===== src/rtl/fpu_pcpi_sequencer.sv =====
// PCPI front end for a shared multi-cycle FP unit: decodes OP-FP add/sub/mul, issues one request, returns the result.
// Optional accrued-flag register enabled by defining FPU_FFLAGS_EN.
module fpu_pcpi_sequencer #(
    parameter int unsigned TIMEOUT_CYCLES = 64,
    parameter int unsigned OPW            = 2
) (
    input  logic           clk,
    input  logic           resetn,
    input  logic           pcpi_valid,
    input  logic [31:0]    pcpi_insn,
    input  logic [31:0]    pcpi_rs1,
    input  logic [31:0]    pcpi_rs2,
    output logic           pcpi_wr,
    output logic [31:0]    pcpi_rd,
    output logic           pcpi_wait,
    output logic           pcpi_ready,
    output logic           fpu_req_valid,
    input  logic           fpu_req_ready,
    output logic [OPW-1:0] fpu_op,
    output logic [31:0]    fpu_a,
    output logic [31:0]    fpu_b,
    input  logic           fpu_rsp_valid,
    input  logic [31:0]    fpu_rsp_data,
    input  logic [4:0]     fpu_rsp_flags,
    output logic [4:0]     fflags,
    input  logic           fflags_clr
);

    localparam int unsigned CW = $clog2(TIMEOUT_CYCLES + 1);

    typedef enum logic [2:0] {
        S_IDLE,
        S_ISSUE,
        S_WAIT,
        S_RESP,
        S_HOLD,
        S_DRAIN
    } state_t;

    state_t         state, state_nxt;
    logic           hit;
    logic [OPW-1:0] dec_op;
    logic [CW-1:0]  cnt;
    logic           timeout;
    logic [31:0]    result;

    always_comb begin
        hit    = 1'b0;
        dec_op = '0;
        if (pcpi_insn[6:0] == 7'b1010011) begin
            case (pcpi_insn[31:25])
                7'b0000000: begin hit = 1'b1; dec_op = OPW'(0); end
                7'b0000100: begin hit = 1'b1; dec_op = OPW'(1); end
                7'b0001000: begin hit = 1'b1; dec_op = OPW'(2); end
                default:    begin hit = 1'b0; dec_op = '0;      end
            endcase
        end
    end

    // cnt counts completed cycles in WAIT/DRAIN; the last permitted cycle is TIMEOUT_CYCLES-1
    assign timeout = (cnt == CW'(TIMEOUT_CYCLES - 1));

    always_comb begin
        state_nxt = state;
        case (state)
            S_IDLE:  if (pcpi_valid && hit) state_nxt = S_ISSUE;
            S_ISSUE: begin
                if (!pcpi_valid)        state_nxt = S_IDLE;
                else if (fpu_req_ready) state_nxt = S_WAIT;
            end
            S_WAIT: begin
                if (!pcpi_valid)                  state_nxt = (fpu_rsp_valid || timeout) ? S_IDLE : S_DRAIN;
                else if (fpu_rsp_valid || timeout) state_nxt = S_RESP;
            end
            S_RESP:  state_nxt = S_HOLD;
            S_HOLD:  state_nxt = S_IDLE;
            S_DRAIN: if (fpu_rsp_valid || timeout) state_nxt = S_IDLE;
            default: state_nxt = S_IDLE;
        endcase
    end

    always_ff @(posedge clk or negedge resetn) begin
        if (!resetn) begin
            state  <= S_IDLE;
            cnt    <= '0;
            fpu_op <= '0;
            fpu_a  <= '0;
            fpu_b  <= '0;
        end else begin
            state <= state_nxt;
            cnt   <= (state == S_WAIT || state == S_DRAIN) ? cnt + CW'(1) : '0;
            if (state == S_IDLE && pcpi_valid && hit) begin
                fpu_op <= dec_op;
                fpu_a  <= pcpi_rs1;
                fpu_b  <= pcpi_rs2;
            end
        end
    end

`ifdef FPU_FFLAGS_EN
    logic [4:0] res_flags;

    always_ff @(posedge clk or negedge resetn) begin
        if (!resetn) begin
            result    <= '0;
            res_flags <= '0;
            fflags    <= '0;
        end else begin
            if (state == S_WAIT) begin
                if (fpu_rsp_valid) begin
                    result    <= fpu_rsp_data;
                    res_flags <= fpu_rsp_flags;
                end else if (timeout) begin
                    result    <= 32'h7FC0_0000;
                    res_flags <= 5'b10000;
                end
            end
            // clear takes priority, so a result completing in the clear cycle is not accrued
            if (fflags_clr)
                fflags <= '0;
            else if (state == S_RESP)
                fflags <= fflags | res_flags;
        end
    end
`else
    logic unused_flag_inputs;

    assign unused_flag_inputs = ^{fflags_clr, fpu_rsp_flags};
    assign fflags             = '0;

    always_ff @(posedge clk or negedge resetn) begin
        if (!resetn) begin
            result <= '0;
        end else if (state == S_WAIT) begin
            if (fpu_rsp_valid)
                result <= fpu_rsp_data;
            else if (timeout)
                result <= 32'h7FC0_0000;
        end
    end
`endif

    assign fpu_req_valid = (state == S_ISSUE);
    assign pcpi_wait     = (state == S_ISSUE) || (state == S_WAIT) || (state == S_RESP);
    assign pcpi_ready    = (state == S_RESP);
    assign pcpi_wr       = (state == S_RESP);
    assign pcpi_rd       = (state == S_RESP) ? result : '0;

endmodule


===== config.mk =====
export PLATFORM = sky130hd
export DESIGN_NAME = fpu_pcpi_sequencer
export DESIGN_NICKNAME = d
export VERILOG_FILES = /design/src/rtl/fpu_pcpi_sequencer.sv
export SDC_FILE = /design/constraint.sdc
export NUM_CORES = 1
export LEC_CHECK = 0
export ABC_CLOCK_PERIOD_IN_PS = 4500
export BUFFER_PORTS_ARGS = -buffer_cell sky130_fd_sc_hd__buf_4
export CAP_MARGIN = 10
export CORE_MARGIN = 4
export CORE_UTILIZATION = 29
export DETAILED_ROUTE_END_ITERATION = 8
export PLACE_DENSITY = 0.67
export SYNTH_ARGS = -nofsm -noshare
export SYNTH_HDL_FRONTEND = slang
export SYNTH_SLANG_ARGS = --single-unit

===== constraint.sdc =====
create_clock -name clk -period 4.5 [get_ports clk]
set_input_delay 1.125 -clock clk [delete_from_list [all_inputs] [get_ports clk]]
set_output_delay 1.125 -clock clk [all_outputs]
set_load 0.005 [all_outputs]

After elaboration in Yosys (flattened, before gate mapping)
Index checks and enable logic that the tools add are counted.
{ "totals": {"ff_bits": 108, "in_bits": 139, "out_inout_bits": 107, "word_cells": 48} }
{ "classes": {"add_sub_neg": 1, "eq_ne": 12, "n_mux": 16, "reduce_logical": 13} }
{ "ops": {"columns": ["operator", "n"], "rows": [
  ["32-bit two-way mux", 3],
  ["3-bit two-way mux", 7],
  ["3-bit case mux with 5 select lines", 1],
  ["7-bit by 1-bit adder with 7-bit output, second input constant", 1],
  ["7-bit by 3-bit == test with 1-bit output, second input constant", 1],
  ["7-bit by 4-bit == test with 1-bit output, second input constant", 1],
  ["7-bit by 6-bit == test with 1-bit output, second input constant", 1],
  ["7-bit == test, second input constant", 1],
  ["7-bit zero test", 1],
  ["7-bit two-way mux", 1],
  ["3-bit by 2-bit == test with 1-bit output, second input constant", 2],
  ["1-bit logical OR", 4],
  ["2-bit inequality test, second input constant", 2],
  ["2-bit case mux with 2 select lines", 1],
  ["4-bit AND reduction", 1],
  ["3-bit by 1-bit == test with 1-bit output, second input constant", 1],
  ["3-bit == test, second input constant", 1],
  ["1-bit logical AND", 3],
  ["3-bit zero test", 1],
  ["3-bit by 2-bit inequality test with 1-bit output, second input constant", 1],
  ["3-bit inequality test, second input constant", 1],
  ["3-bit OR reduction", 1],
  ["1-bit two-way mux", 2],
  ["2-bit two-way mux", 1],
  ["2 further kinds", 2]
]} }

Logic depth before layout (Yosys ltp)
Gate-level depths: netlist of the first run.
{ "depth": {"ltp_word": 7, "ltp_mapped": 6, "mapped_depth_nobuf": 5} }

Worst setup path before layout of the first run
No wires, ideal clock.
{ "synth_path": {"path_kind": "in2reg", "startpoint": "input port pcpi_insn[25]", "endpoint": "register fpu_a[10]", "setup_time_ns": 0.127, "arrival_time_ns": 2.614, "required_time_ns": 4.373, "path_slack_ns": 1.759, "path_stages": 6, "n_path_buf": 2, "path_cell_list": "or4_4 nor4_4 nand4_1 buf_4 buf_6 mux2_1"} }
{ "synth_between": {"elab_chain_cells": 5, "word_cells_on_any_way": 7, "classes_between": "eq/ne: 2; mux: 2; reduce/logical: 3"} }
{ "synth_lines": {"columns": ["element", "line", "text"], "rows": [
  ["start, declared", "10", "input logic [31:0] pcpi_insn,"],
  ["7-bit by 4-bit == test with 1-bit output, or another cell as far along", "51", "case (pcpi_insn[31:25])"],
  ["3-bit OR reduction (no line) *", null, null],
  ["1-bit two-way mux *", "51", null],
  ["1-bit two-way mux *", "50", "if (pcpi_insn[6:0] == 7'b1010011) begin"],
  ["1-bit logical AND *", "92", "if (state == S_IDLE && pcpi_valid && hit) begin"],
  ["end signal, assigned", "94", "fpu_a <= pcpi_rs1;"],
  ["end, declared", "20", "output logic [31:0] fpu_a,"]
]} }
Every way passes the cells marked *; elsewhere a longest branch is shown, timed or not.
A chain may end at the register's enable or synchronous reset.

Worst setup path after layout of the first run
{ "layout_path": {"startpoint": "register state[2]", "endpoint": "output port pcpi_rd[14]"} }
{ "layout_between": {"elab_chain_cells": 2} }
{ "layout_lines": {"columns": ["element", "line", "text"], "rows": [
  ["start, declared", "40", "state_t state, state_nxt;"],
  ["start signal, assigned", "90", "state <= state_nxt;"],
  ["3-bit by 2-bit == test with 1-bit output", "147", "assign pcpi_rd = (state == S_RESP) ? result : '0;"],
  ["32-bit two-way mux", "147", null],
  ["end, declared", "14", "output logic [31:0] pcpi_rd,"]
]} }
Every way passes these cells.

==> results.toml, run 1 <==
[layout]
layout_common_cells = "219 x buf_4, 108 x dfrtp_1, 46 x mux2_2"
diodes = 0
drive_gt1_frac = 0.534
final_common_cell = "buf_4"
seqCellArea_um2 = 2700
multi_input_area_um2 = 1590
fillerInstances = 1371
syn2layout_area_growth_pct = 46.5
fin_area_um2 = 6480
finalNetCount = 667

[timing]
fmax_mhz = 314
fin_setup_tns_ns = 0
finalHoldViolations = 0
rsz0062_at_grt = "no"
tightest_slew_ns = 0.925
max_slew_margin = 0.383
finalCritPeriodShare = 0.708
worst_hold_slack_ns = 0.461
layout_min_cycle_time_ns = 3.19
clock_skew_ns = 0.00674
setup_viol = 0
drv_slew = 0

[synthesis]
ys_seq_elements = 108
post_synth.cell_area_avg_um2 = 14.0
yosysTopAreaCellShare = 0.611
synth_xor_area_frac = 0.00792
synth_largest_area_cell = "dfrtp_1"
yosysWarnings = 0
yosysUniqueCellTypes = 36
synth-simple-area-share = 0.0995
synth_top_family_by_area = "multiplexers"
synthesis.area_um2 = 4430
synth_compound_area_frac = 0.0772
synthCells = 316
synth_ff_type = "dfrtp_1"
yosysSeqAreaShare = 0.611
synthTopCellsByArea = "dfrtp_1 61%, mux2_2 12%, mux2_1 5.1%"
synth_mux_area_frac = 0.168
synthAdderAreaFrac = 0.00283
synth-edff-count = 0
async_flop_share = 1.00

[clock_network]
cts_tree = "yes"
htreeDepth = 3
numCtsBuffers = 9
hold_buffers = 0
worstSkewPairLatency_ns = 0.35
ctsResizeCount = 0
clkSlewWorstSetupHoldPaths_ns = 0.07
cts_num_sinks = 108
root_buffer = "clkbuf_16"
cts_buffer_depth = 2
post-cts-setup-buffer-count = 0

[detailed_routing]
drtPass1Iterations = 5
routed_wl_um = 11100
num_vias = 3283
viasPerCell = 4.59
drc_errors = 0
wl_per_cell_um = 15.6
drt_iter0_markers = 88
postRouteAntennaNets = 0

[global_route]
grt_max_degree = 73
grt_pass1_wl_um = 18200
gr-total-overflow = 0
grt_pass1_vias = 3537
antenna_found_initial = 0
grt_usage = 0.128

[die]
coreArea_um2 = 14800
die_area_um2 = 17300
die_width_um = 132
initial_utilization = 0.300
rows = 44
die_height_um = 132
io_pins = 246

[worst_setup_path]
crit_start = "state[2]$_DFFE_PN0P_"
r2r_setup_slack_ns = 2.27
cp-end-kind = "primary output"
critical_path_arrival_ns = 2.06
reg2reg_from = "state[2]$_DFFE_PN0P_"
worstSetupStartpointType = "register"
worstPathRequired_ns = 3.38
cp_max_fo = 35
worst-setup-path-type = "reg2out"

[power_and_ir_drop]
pwr_density_cell_nw_per_um2 = 375
ir_drop_uv = 150
p_int_uw = 1850
p_switching_uw = 582
p_leak_uw = 0.00347
pwr-share-seq = 0.499
clkPwrFrac = 0.336
p_comb_frac = 0.165
finalPower_uw = 2430
swShare = 0.240

[place]
place_congestion = 0.729
placed_area_um2 = 6170
dpl.hpwl_um = 8400
numPortBuffers = 216

[flow_run]
maxCapViolCount = 0

[run_status]
status = "finished clean"

[worst_hold_path]
hp-start = "cnt[0]$_DFF_PN0_"
hold_path.class = "reg2reg"
## critical path, cell delays in order (launching register included)
cell and delay [ns]:
dfrtp_1 0.48, and3b_1 0.87, and2_1 0.24, buf_4 0.12
## cells in the mapped netlist (2+ instances only)
master    instances
nand2_1           5
o22a_1           10
nand3b_1          2
nand3_1           3
xnor2_1           3
clkbuf_1         11
a21oi_1           5
mux2_2           46
a22o_1           23
and2_1           34
nor3b_1           2
o21ai_0           2
nor2_1            8
dfrtp_1         108
and3b_1           2
buf_6             4
buf_4             7
mux2_1           20
nor2b_1           4
## registers in the layout (all words and copies together) (netlist names)
name    count
fpu_b      32
cnt         7
result     32
state       3
fpu_op      2
fpu_a      32
## routing by layer
metal | vias to the layer above | share of wire | track usage
met5 | - | 0 | 0
met4 | 0 | 0.020 | 0.0560
met3 | 14 | 0.098 | 0.0501
met2 | 161 | 0.46 | 0.201
met1 | 1580 | 0.42 | 0.157
li1 | 1528 | - | -
## kinds of logic after synthesis
group | Yosys count
DFF | 108
and+or+nand+nor | 70
muxes | 66
AOI/OAI and AO/OA | 42
buffers and inverters | 24
xor gates and xnor gates | 4
adders and majority gates | 1
other | 1
## layout make-up
cell class / count / share of cell area
Sequential cell: 108 / 0.417
Timing Repair Buffer: 219 / 0.254
Multi-Input combinational cell: 188 / 0.245
Clock buffer: 12 / 0.0396
Tap cell: 184 / 0.0355
Clock inverter: 4 / 0.00868
Inverter: 1 / 0.000579
## final timing paths
kind                                                to  depth (start not counted)
worst max-delay path                       pcpi_rd[14]                          3
worst min-delay path                  cnt[0]$_DFF_PN0_                          1
worst max register to register   result[5]$_DFFE_PN0P_                          3
worst min register to register        cnt[0]$_DFF_PN0_                          1
max in group asynchronous        fpu_op[1]$_DFFE_PN0P_                          2
min in group asynchronous       result[23]$_DFFE_PN0P_                          1
## per-stage QoR
stage	setup slack, ns	utilization	cells
floorplan	1.76	-	320
global placement	1.37	0.418	700
detailed placement	1.32	0.418	700
CTS	1.25	0.440	716
global route	1.11	0.440	716
finish	1.31	0.440	716
## power by group through the flow
stage	Clock [uW]	Combinational [uW]	Sequential, uW
after floorplan	0	237	1200
after global placement	0	396	1220
after detailed placement	0	408	1230
after CTS	858	411	1210
after global routing	895	446	1240
final	815	401	1210
(Power assumes the default switching activity.)
==> run 2, diff against run 1 <==
Settings changed: ABC_CLOCK_PERIOD_IN_PS 4500 to 3000.
Clock period 4.5 ns to 3 ns, I/O delays scaled along.
==> results.toml, run 2 (synthesis gave the netlist of run 1 again) <==
[die]
die_height_um = 132
die_width_um = 132
io_pins = 246
initial_utilization = 0.300
coreArea_um2 = 14800
die_area_um2 = 17300
rows = 44

[detailed_routing]
num_vias = 3284
viasPerCell = 4.59
postRouteAntennaNets = 0
drt_iter0_markers = 97
wl_per_cell_um = 15.5
routed_wl_um = 11100
drtPass1Iterations = 4
drc_errors = 0

[place]
numPortBuffers = 216
pre_cts_ws_ns = 0.331
dp_cells = 701
place_congestion = 0.719
dpl.hpwl_um = 8370

[global_route]
grt_pass1_vias = 3533
antenna_found_initial = 0
grt_pass1_wl_um = 18200
grt_max_degree = 67
grt_usage = 0.128
gr-total-overflow = 0

[timing]
setup_viol = 0
tightest_slew_ns = 0.839
clock_skew_ns = 0.00950
fin_setup_tns_ns = 0
fin_ws_ns = 0.593
drv_slew = 0
layout_min_cycle_time_ns = 2.41
finalCritPeriodShare = 0.802
worst_hold_slack_ns = 0.429
rsz0062_at_grt = "no"
fmax_mhz = 415
max_slew_margin = 0.440
finalHoldViolations = 0

[worst_setup_path]
worstSetupStartpointType = "register"
critical_path_arrival_ns = 1.66
reg2reg_from = "cnt[0]$_DFF_PN0_"
worst-r2r-cell-count = 5
worst-setup-path-type = "reg2out"
crit_end = "pcpi_rd[13]"
worstPathRequired_ns = 2.25
cp_max_fo = 35
cp-end-kind = "primary output"
r2r_setup_slack_ns = 0.83
r2r_end = "result[5]$_DFFE_PN0P_"
crit_start = "state[2]$_DFFE_PN0P_"

[run_status]
status = "finished clean"

[flow_run]
maxCapViolCount = 0

[clock_network]
hold_buffers = 0
cts_tree = "yes"
post-cts-setup-buffer-count = 0
htreeDepth = 3
numCtsBuffers = 9
worstSkewPairLatency_ns = 0.34
cts_buffer_depth = 2
root_buffer = "clkbuf_16"
cts_num_sinks = 108
ctsResizeCount = 0
clkSlewWorstSetupHoldPaths_ns = 0.06

[power_and_ir_drop]
ir_drop_uv = 232
p_leak_uw = 0.00346
pwr_density_cell_nw_per_um2 = 541

[layout]
layout_common_cells = "218 x buf_4, 108 x dfrtp_1, 46 x mux2_2"
fillerInstances = 1379
final_common_cell = "buf_4"
final_cells = 715
diodes = 0
syn2layout_area_growth_pct = 46.1
drive_gt1_frac = 0.531
reg_top3 = "fpu_a x32, fpu_b x32, result x32"
finalNetCount = 668

[worst_hold_path]
hold_path.class = "in2async"
-- run 2: worst min-delay path by stage --
stage                     startpoint  depth (start not counted)                endpoint  slack [ns]
floorplan           cnt[0]$_DFF_PN0_                          1        cnt[0]$_DFF_PN0_        0.43
global placement    cnt[0]$_DFF_PN0_                          1        cnt[0]$_DFF_PN0_        0.45
detailed placement  cnt[0]$_DFF_PN0_                          1        cnt[0]$_DFF_PN0_        0.46
CTS                           resetn                          1  result[27]$_DFFE_PN0P_        0.45
global route                  resetn                          1  result[22]$_DFFE_PN0P_        0.49
finish                        resetn                          1  result[22]$_DFFE_PN0P_        0.43
-- run 2: metal layers --
layer / vias to the layer above / global-route usage / share of wire / wire length [um]
met4: 0 / 0.0525 / 0.016 / 182
met2: 153 / 0.201 / 0.47 / 5170
met1: 1592 / 0.155 / 0.41 / 4560
met3: 12 / 0.0562 / 0.11 / 1180
li1: 1527 / - / - / -
met5: - / 0 / 0 / 0
-- run 2: stage by stage --
stage | utilization | cell area [um2] | power [uW]
finish | 0.438 | 6460 | 3500
floorplan | - | 4440 | 2160
detailed placement | 0.421 | 6200 | 2470
global route | 0.438 | 6460 | 3710
CTS | 0.438 | 6460 | 3560
global placement | 0.421 | 6200 | 2430
-- run 2: cell type report --
cell class	instances	area [um2]	area share
sequential	108	2700	0.418
clock inverter	2	12.5	0.00194
inverter	1	3.75	0.000581
multi-input combinational	188	1590	0.246
timing repair buffer	220	1680	0.259
clock buffer	12	246	0.0381
tap	184	230	0.0356
-- run 2: power by group --
group          switching, uW  leakage [uW]  internal (uW)
Sequential               126       0.00145           1690
Combinational            225       0.00188            380
Clock                    495      0.000125            576
-- run 2: critical path: stages (launching register included) --
cell	delay [ns]
dfrtp_1	0.47
and3b_1	0.25
buf_4	0.27
and2_1	0.19
buf_4	0.11
